[config.mk]
export PLATFORM = sky130hd
export DESIGN_NAME = mul_div_unit
export DESIGN_NICKNAME = d
export VERILOG_FILES = /design/src/rtl/mul_div_unit.sv
export SDC_FILE = /design/constraint.sdc
export NUM_CORES = 1
export LEC_CHECK = 0
export ABC_AREA = 1
export BUFFER_PORTS_ARGS = -buffer_cell sky130_fd_sc_hd__buf_2
export CAP_MARGIN = 30
export CORE_MARGIN = 2
export CORE_UTILIZATION = 50
export DETAILED_ROUTE_END_ITERATION = 12
export HOLD_SLACK_MARGIN = 0.05
export PLACE_DENSITY_LB_ADDON = 0.05
export SYNTH_ARGS = -nofsm -noshare
export SYNTH_HDL_FRONTEND = slang
export SYNTH_SLANG_ARGS = --single-unit
[constraint.sdc]
create_clock -name clk_i -period 6.3 [get_ports clk_i]
set_clock_uncertainty 0.1 [all_clocks]
set_input_delay 1.26 -clock clk_i [delete_from_list [all_inputs] [get_ports clk_i]]
set_output_delay 1.26 -clock clk_i [all_outputs]
set_load 0.02 [all_outputs]
[src/rtl/mul_div_unit.sv]
// Iterative multiply/divide unit: 32-step shift-add multiply or restoring divide into HI/LO.
// Define MDU_DIV_EN to build the divider; without it DIV/DIVU take the divide-by-zero path.
module mul_div_unit #(
  parameter int WIDTH = 32
) (
  input  logic             clk_i,
  input  logic             rst_n,
  input  logic             start,
  input  logic [1:0]       op,
  input  logic [WIDTH-1:0] src1,
  input  logic [WIDTH-1:0] src2,
  output logic             busy,
  output logic             done,
  output logic [WIDTH-1:0] hi,
  output logic [WIDTH-1:0] lo
);
  localparam int CNT_W = 6;
  localparam logic [CNT_W-1:0] LAST_STEP = CNT_W'(WIDTH - 1);

  typedef enum logic [1:0] {IDLE, CALC, FIX} state_t;
  state_t state_q, state_d;

  logic [CNT_W-1:0]   cnt_q;
  logic               div_q, neg_lo_q, neg_hi_q;
  logic [2*WIDTH-1:0] acc_q, acc_d;
  logic [WIDTH-1:0]   opnd_q;

  logic               issue, signed_op, s1_neg, s2_neg, div_zero;
  logic [WIDTH-1:0]   src1_mag, src2_mag;
  logic [WIDTH:0]     mul_sum;

  function automatic logic [WIDTH-1:0] magnitude(input logic signed [WIDTH-1:0] v,
                                                 input logic is_signed);
    logic signed [WIDTH-1:0] n;
    n = -v;
    return (is_signed && v[WIDTH-1]) ? $unsigned(n) : $unsigned(v);
  endfunction

  function automatic logic [WIDTH-1:0] fix_sign(input logic [WIDTH-1:0] v, input logic neg);
    return neg ? (~v + WIDTH'(1)) : v;
  endfunction

  function automatic logic [2*WIDTH-1:0] fix_sign_wide(input logic [2*WIDTH-1:0] v,
                                                       input logic neg);
    return neg ? (~v + (2*WIDTH)'(1)) : v;
  endfunction

  always_comb begin
    issue     = (state_q == IDLE) && start;
    signed_op = ~op[0];
    s1_neg    = signed_op & src1[WIDTH-1];
    s2_neg    = signed_op & src2[WIDTH-1];
    src1_mag  = magnitude(src1, signed_op);
    src2_mag  = magnitude(src2, signed_op);
`ifdef MDU_DIV_EN
    div_zero  = op[1] && (src2 == '0);
`else
    div_zero  = op[1];
`endif
  end

  // Iteration step: right-shifting shift-add multiply, or left-shifting restoring divide
  always_comb begin
    mul_sum = {1'b0, acc_q[2*WIDTH-1:WIDTH]} + (acc_q[0] ? {1'b0, opnd_q} : '0);
    acc_d   = {mul_sum, acc_q[WIDTH-1:1]};
`ifdef MDU_DIV_EN
    if (div_q) begin
      if (acc_q[2*WIDTH-1:WIDTH-1] >= {1'b0, opnd_q})
        acc_d = {acc_q[2*WIDTH-2:WIDTH-1] - opnd_q, acc_q[WIDTH-2:0], 1'b1};
      else
        acc_d = {acc_q[2*WIDTH-2:0], 1'b0};
    end
`endif
  end

  always_comb begin
    state_d = state_q;
    busy    = (state_q != IDLE);
    case (state_q)
      IDLE:    if (start) state_d = div_zero ? FIX : CALC;
      CALC:    if (cnt_q == LAST_STEP) state_d = FIX;
      FIX:     state_d = IDLE;
      default: state_d = IDLE;
    endcase
  end

  always_ff @(posedge clk_i or negedge rst_n) begin
    if (!rst_n) begin
      state_q  <= IDLE;
      cnt_q    <= '0;
      div_q    <= 1'b0;
      neg_lo_q <= 1'b0;
      neg_hi_q <= 1'b0;
      done     <= 1'b0;
      hi       <= '0;
      lo       <= '0;
    end else begin
      state_q <= state_d;
      done    <= (state_q == FIX);
      if (issue) begin
        cnt_q    <= '0;
        div_q    <= op[1];
        neg_lo_q <= ~div_zero & (s1_neg ^ s2_neg);
        neg_hi_q <= div_zero ? 1'b0 : (op[1] ? s1_neg : (s1_neg ^ s2_neg));
      end else if (state_q == CALC) begin
        cnt_q <= (cnt_q == LAST_STEP) ? '0 : cnt_q + CNT_W'(1);
      end
      // Multiply negates the full 64-bit product; divide fixes quotient and remainder separately
      if (state_q == FIX) begin
        if (div_q) begin
          hi <= fix_sign(acc_q[2*WIDTH-1:WIDTH], neg_hi_q);
          lo <= fix_sign(acc_q[WIDTH-1:0], neg_lo_q);
        end else begin
          {hi, lo} <= fix_sign_wide(acc_q, neg_lo_q);
        end
      end
    end
  end

  // Divide-by-zero preloads the final answer so FIX passes it straight through
  always_ff @(posedge clk_i) begin
    if (issue) begin
      if (div_zero) begin
        acc_q  <= {src1, {WIDTH{1'b1}}};
        opnd_q <= src2;
      end else if (op[1]) begin
        acc_q  <= {{WIDTH{1'b0}}, src1_mag};
        opnd_q <= src2_mag;
      end else begin
        acc_q  <= {{WIDTH{1'b0}}, src2_mag};
        opnd_q <= src1_mag;
      end
    end else if (state_q == CALC) begin
      acc_q <= acc_d;
    end
  end
endmodule

Yosys cells after proc, flatten, opt, wreduce, memory -nomap -nowiden:

Index checks and enable logic that the tools add are counted.
W data, S select, Z words.

* add/subtract/negate cells: 7
* eq/ne operators: 5
* mux-type cells: 20
* bitwise operators: 9
* reductions and logical operators: 7

Operator list (count)
* $mux W32: 8
* $mux W64: 4
* $add A32 B1 Y32 const B: 2
* $add A64 B1 Y64 const B: 1
* $neg A32 Y32: 2
* $not A32 Y32: 2
* $not A64 Y64: 1
* $add A32 B32 Y33: 1
* $mux W6: 3
* $add A6 B1 Y6 const B: 1
* $eq A6 B5 Y1 const B: 1
* $mux W2: 3
* $ne A2 B2 Y1 const B: 2
* $pmux W2 S2: 1
* $reduce_bool A2 Y1: 2
* $and A1 B1 Y1: 3
* $logic_and A1 B1 Y1: 3
* $eq A2 B1 Y1 const B: 1
* $eq A2 B2 Y1 const B: 1
* $logic_not A2 Y1: 1
* $not A1 Y1: 2
* $reduce_and A2 Y1: 1
* $mux W1: 1
* $xor A1 B1 Y1: 1

* bits in registers: 172
* bits of input ports: 69
* logic and storage cells: 58

Logic depth before layout (Yosys ltp):

* depth in word-level cells: 5
* mapped depth: 18
* gate-level depth less buffers: 16

Least setup slack after synthesis:

OpenSTA, ideal clock, no wires.

* kind: input-to-reg
* from: in start
* to: reg cnt_q[4]
* library setup time: 0.084 ns
* arrival time: 3.207 ns
* setup slack: 2.909 ns
* cell stages on the path: 4
* path buffers: 0
* path through: nand2_2 nand2_1 o21ai_0 a21boi_0

* longest elaborated chain between the ends: 2

Ends and longest elaborated chain
* from (decl): line 8 `input logic start,`
* $logic_and A1 B1 Y1 *: line 49 `issue = (state_q == IDLE) && start;`
* $mux W6 or $reduce_bool A2 Y1 (tied branches)
* to (signal assigned): line 106 `cnt_q <= (cnt_q == LAST_STEP) ? '0 : cnt_q + CNT_W'(1);`
* to (decl): line 23 `logic [CNT_W-1:0] cnt_q;`

Mark *: on every way between the ends. The rest lies on a longest branch, timed or not.
A chain may end at the register's enable or synchronous reset.

Worst setup path in the final report:

* from: in op[0]
* to: reg opnd_q[20] (data pin)

* longest elaborated chain between the ends: 4

Ends and longest elaborated chain
* from (decl): line 9 `input logic [1:0] op,`
* $not A1 Y1: line 50 `signed_op = ~op[0];`
* $logic_and A1 B1 Y1: line 36 `return (is_signed && v[WIDTH-1]) ? $unsigned(n) : $unsigned(v);`
* $mux W32: line 36
* $mux W32: line 123 `if (div_zero) begin`
* to (signal assigned): line 125 `opnd_q <= src2;`
* to (signal assigned): line 128 `opnd_q <= src2_mag;`
* to (signal assigned): line 131 `opnd_q <= src1_mag;`
* to (decl): line 26 `logic [WIDTH-1:0] opnd_q;`

No other way between the ends.

==> out/metrics.yaml <==
status: "complete, no violations"
syn_area_per_cell_um2: 6.89
synth.top_cell.area_share_pct: 21.9
grt_pass1_wl_um: 67500
crit_type: "in -> reg"
fin_cells: 2367
postCtsResizedCells: 0
synth_common_cells: "nand2_1 (532), inv_1 (229), nor2_1 (195)"
dp.final_hpwl_um: 35100
initial_utilization_pct: 50.8
synth_top_flop_cell: "edfxtp_1"
finalHoldViolations: 0
whs_path_depth: 2
slew_violations: 0
holdWs_ns: 0.375
cp.required_ns: 6.37
drt_pass1_iterations: 10
wire_per_inst_um: 18.6
drc_errors: 0
synth_seq_area_share_pct: 36.2
worst_slew_pin_slew_ns: 0.984
cts_tree: "built"
portBuffers: 134
area_growth_pct: 12.1
avgViaCountPerCell: 5.60
grt_use_total_pct: 31.4
ant_nets: 0
ys_async_sr_fraction_pct: 43.9
drive_above_1_share_pct: 12.5
reg2reg_from: "acc_q[0]"
coreArea_mm2: 0.0259
insertion_delay_ns: 0.44
layout_min_cycle_time_ns: 3.43
gp_congestion: 1.04
nFillCells: 2554
p_per_area_mw_per_mm2: 522
synth_area_mm2: 0.0132
worst-r2r-cell-count: 15
fp-row-count: 59
total_leakage_power_nw: 7.08
dieArea_mm2: 0.0276
via_count: 13249
relSlewSlack_pct: 34.3
wirelength_met1_um: 19700
wl_met2_um: 18800
synth.distinct_cells: 51
cts_hold_buffers: 0
finalPower_mw: 7.70
synth-seq-cells: 171
cts_sinks: 171
cts_buffers: 17
antenna_found_initial: 1
synthTopCellsByArea: "edfxtp_1 (22%), nand2_1 (15%), dfrtp_1 (14%)"
synth_edf_count: 96
wl_met3_um: 3900
path_max_fanout: 29
cts_setup_buffers: 0
hold_path.class: "reg -> reg"
ir_worst_vdd_mv: 0.313
max_freq_mhz: 292
post-route-util_pct: 56.9
rrSetupSlack_ns: 3.36
synth_warnings: 0
top_layer_used: "met5"
grt_pass1_vias: 12179
die_y_um: 166
synthCells: 1909
cts_buffer_depth: 2
grt_overflow: 0
syn_nets: 2016
critPathCapture: "opnd_q[20]"
path_clk_slew_ns: 0.08
synthMostInstantiatedCell: "nand2_1"
num_antenna_cells: 0
fin_setup_tns_ns: 0
arrival_ns: 3.50
r2r-end: "acc_q[63]"
cap_violations: 0
drt_iter0_markers: 1271
fp.dieW_um: 166
endpoint_kind: "flip-flop"
io_pins: 135
yosysTopAreaCell: "edfxtp_1"
grt_max_degree: 86
place_inst: 2334
finalSetupViolCount: 0
startpoint_type: "primary input"
startpoint: "op[0]"
root_buffer: "clkbuf_16"
htreeDepth: 4
wirelength_um: 44000
fin_nets: 2126
grt_setup_unrepaired: "false"
fin_crit_sh_pct: 54.4
layer usage:
metal	track usage, %	up-vias
met5	0	-
met4	11.2	2
li1	-	6508
met3	5.10	78
met2	46.5	597
met1	46.5	6064
where the power goes:
group	internal [mW]	switching, mW	total, mW
Clock	0.605	0.538	1.14
Sequential	1.89	0.532	2.42
Combinational	1.31	2.82	4.13
worst min-delay path by stage:
stage,from,end
2_1_floorplan,state_q[1],state_q[1]
3_3_place_gp,hi[29],hi[29]
3_5_place_dp,hi[30],hi[30]
4_1_cts,hi[5],hi[5]
5_1_grt,hi[29],hi[29]
6_report,hi[30],hi[30]
flip-flops by register name, summed over array words and instances (netlist names):
register	cells
lo	32
acc_q	64
div_q	1
opnd_q	32
neg_lo_q	1
done	1
state_q	2
cnt_q	6
hi	32
through the flow:
stage	setup WS, ns	instance area (µm²)
2_1_floorplan	2.91	13200
3_3_place_gp	2.52	14100
3_5_place_dp	2.48	14100
4_1_cts	2.94	14700
5_1_grt	2.58	14700
6_report	2.87	14700
area by class of cell:
| type | instances | area (µm²) | share of cell area, % |
|---|---|---|---|
| Timing Repair Buffer | 144 | 768 | 5.21 |
| Sequential cell | 171 | 4760 | 32.3 |
| Clock inverter | 14 | 189 | 1.28 |
| Multi-Input combinational cell | 1441 | 7240 | 49.1 |
| Clock buffer | 18 | 450 | 3.05 |
| Inverter | 244 | 917 | 6.22 |
| Tap cell | 335 | 419 | 2.84 |
worst max-delay path, stage by stage:
cell and delay (ns):
buf_2 0.10, inv_1 0.12, nand2_1 0.39, inv_1 0.89
o21ai_0 0.33, nand2_1 0.19, xor2_1 0.15, o21ai_1 0.07
cell families (layout without fill, tap and decap cells):
group,Yosys count,after routing,share of synthesized area (%)
flip-flops,171,171,36.2
AND/OR/NAND/NOR,1053,1053,35.7
XOR/XNOR,57,57,3.79
AO/OA/AOI/OAI,293,293,11.9
adder cells (fa/ha/maj),38,38,3.67
buffers and inverters,297,420,8.79
layout by cell type (no fill, tap or decap), types with 7 or more instances in the layout:
cell / Yosys / layout
ha_1: 37 / 37
xor2_1: 50 / 50
edfxtp_1: 96 / 96
xnor2_1: 7 / 7
nor2_4: 10 / 10
nor2_2: 12 / 12
nor4_1: 8 / 8
inv_1: 229 / 228
a21oi_1: 85 / 85
buf_2: 20 / 133
dfrtp_1: 75 / 74
a21o_1: 8 / 8
o21ai_1: 16 / 16
o22ai_1: 20 / 20
nand2_1: 532 / 531
nor3_1: 23 / 23
inv_2: 13 / 14
nand4_1: 23 / 23
nand3b_1: 15 / 15
nor2_1: 195 / 195
clkbuf_16: 0 / 18
nand3_1: 191 / 191
o21ai_0: 141 / 141
nand3_2: 12 / 12
nand2_2: 13 / 14
buf_4: 0 / 10
Power figures use the tool's default switching activity.
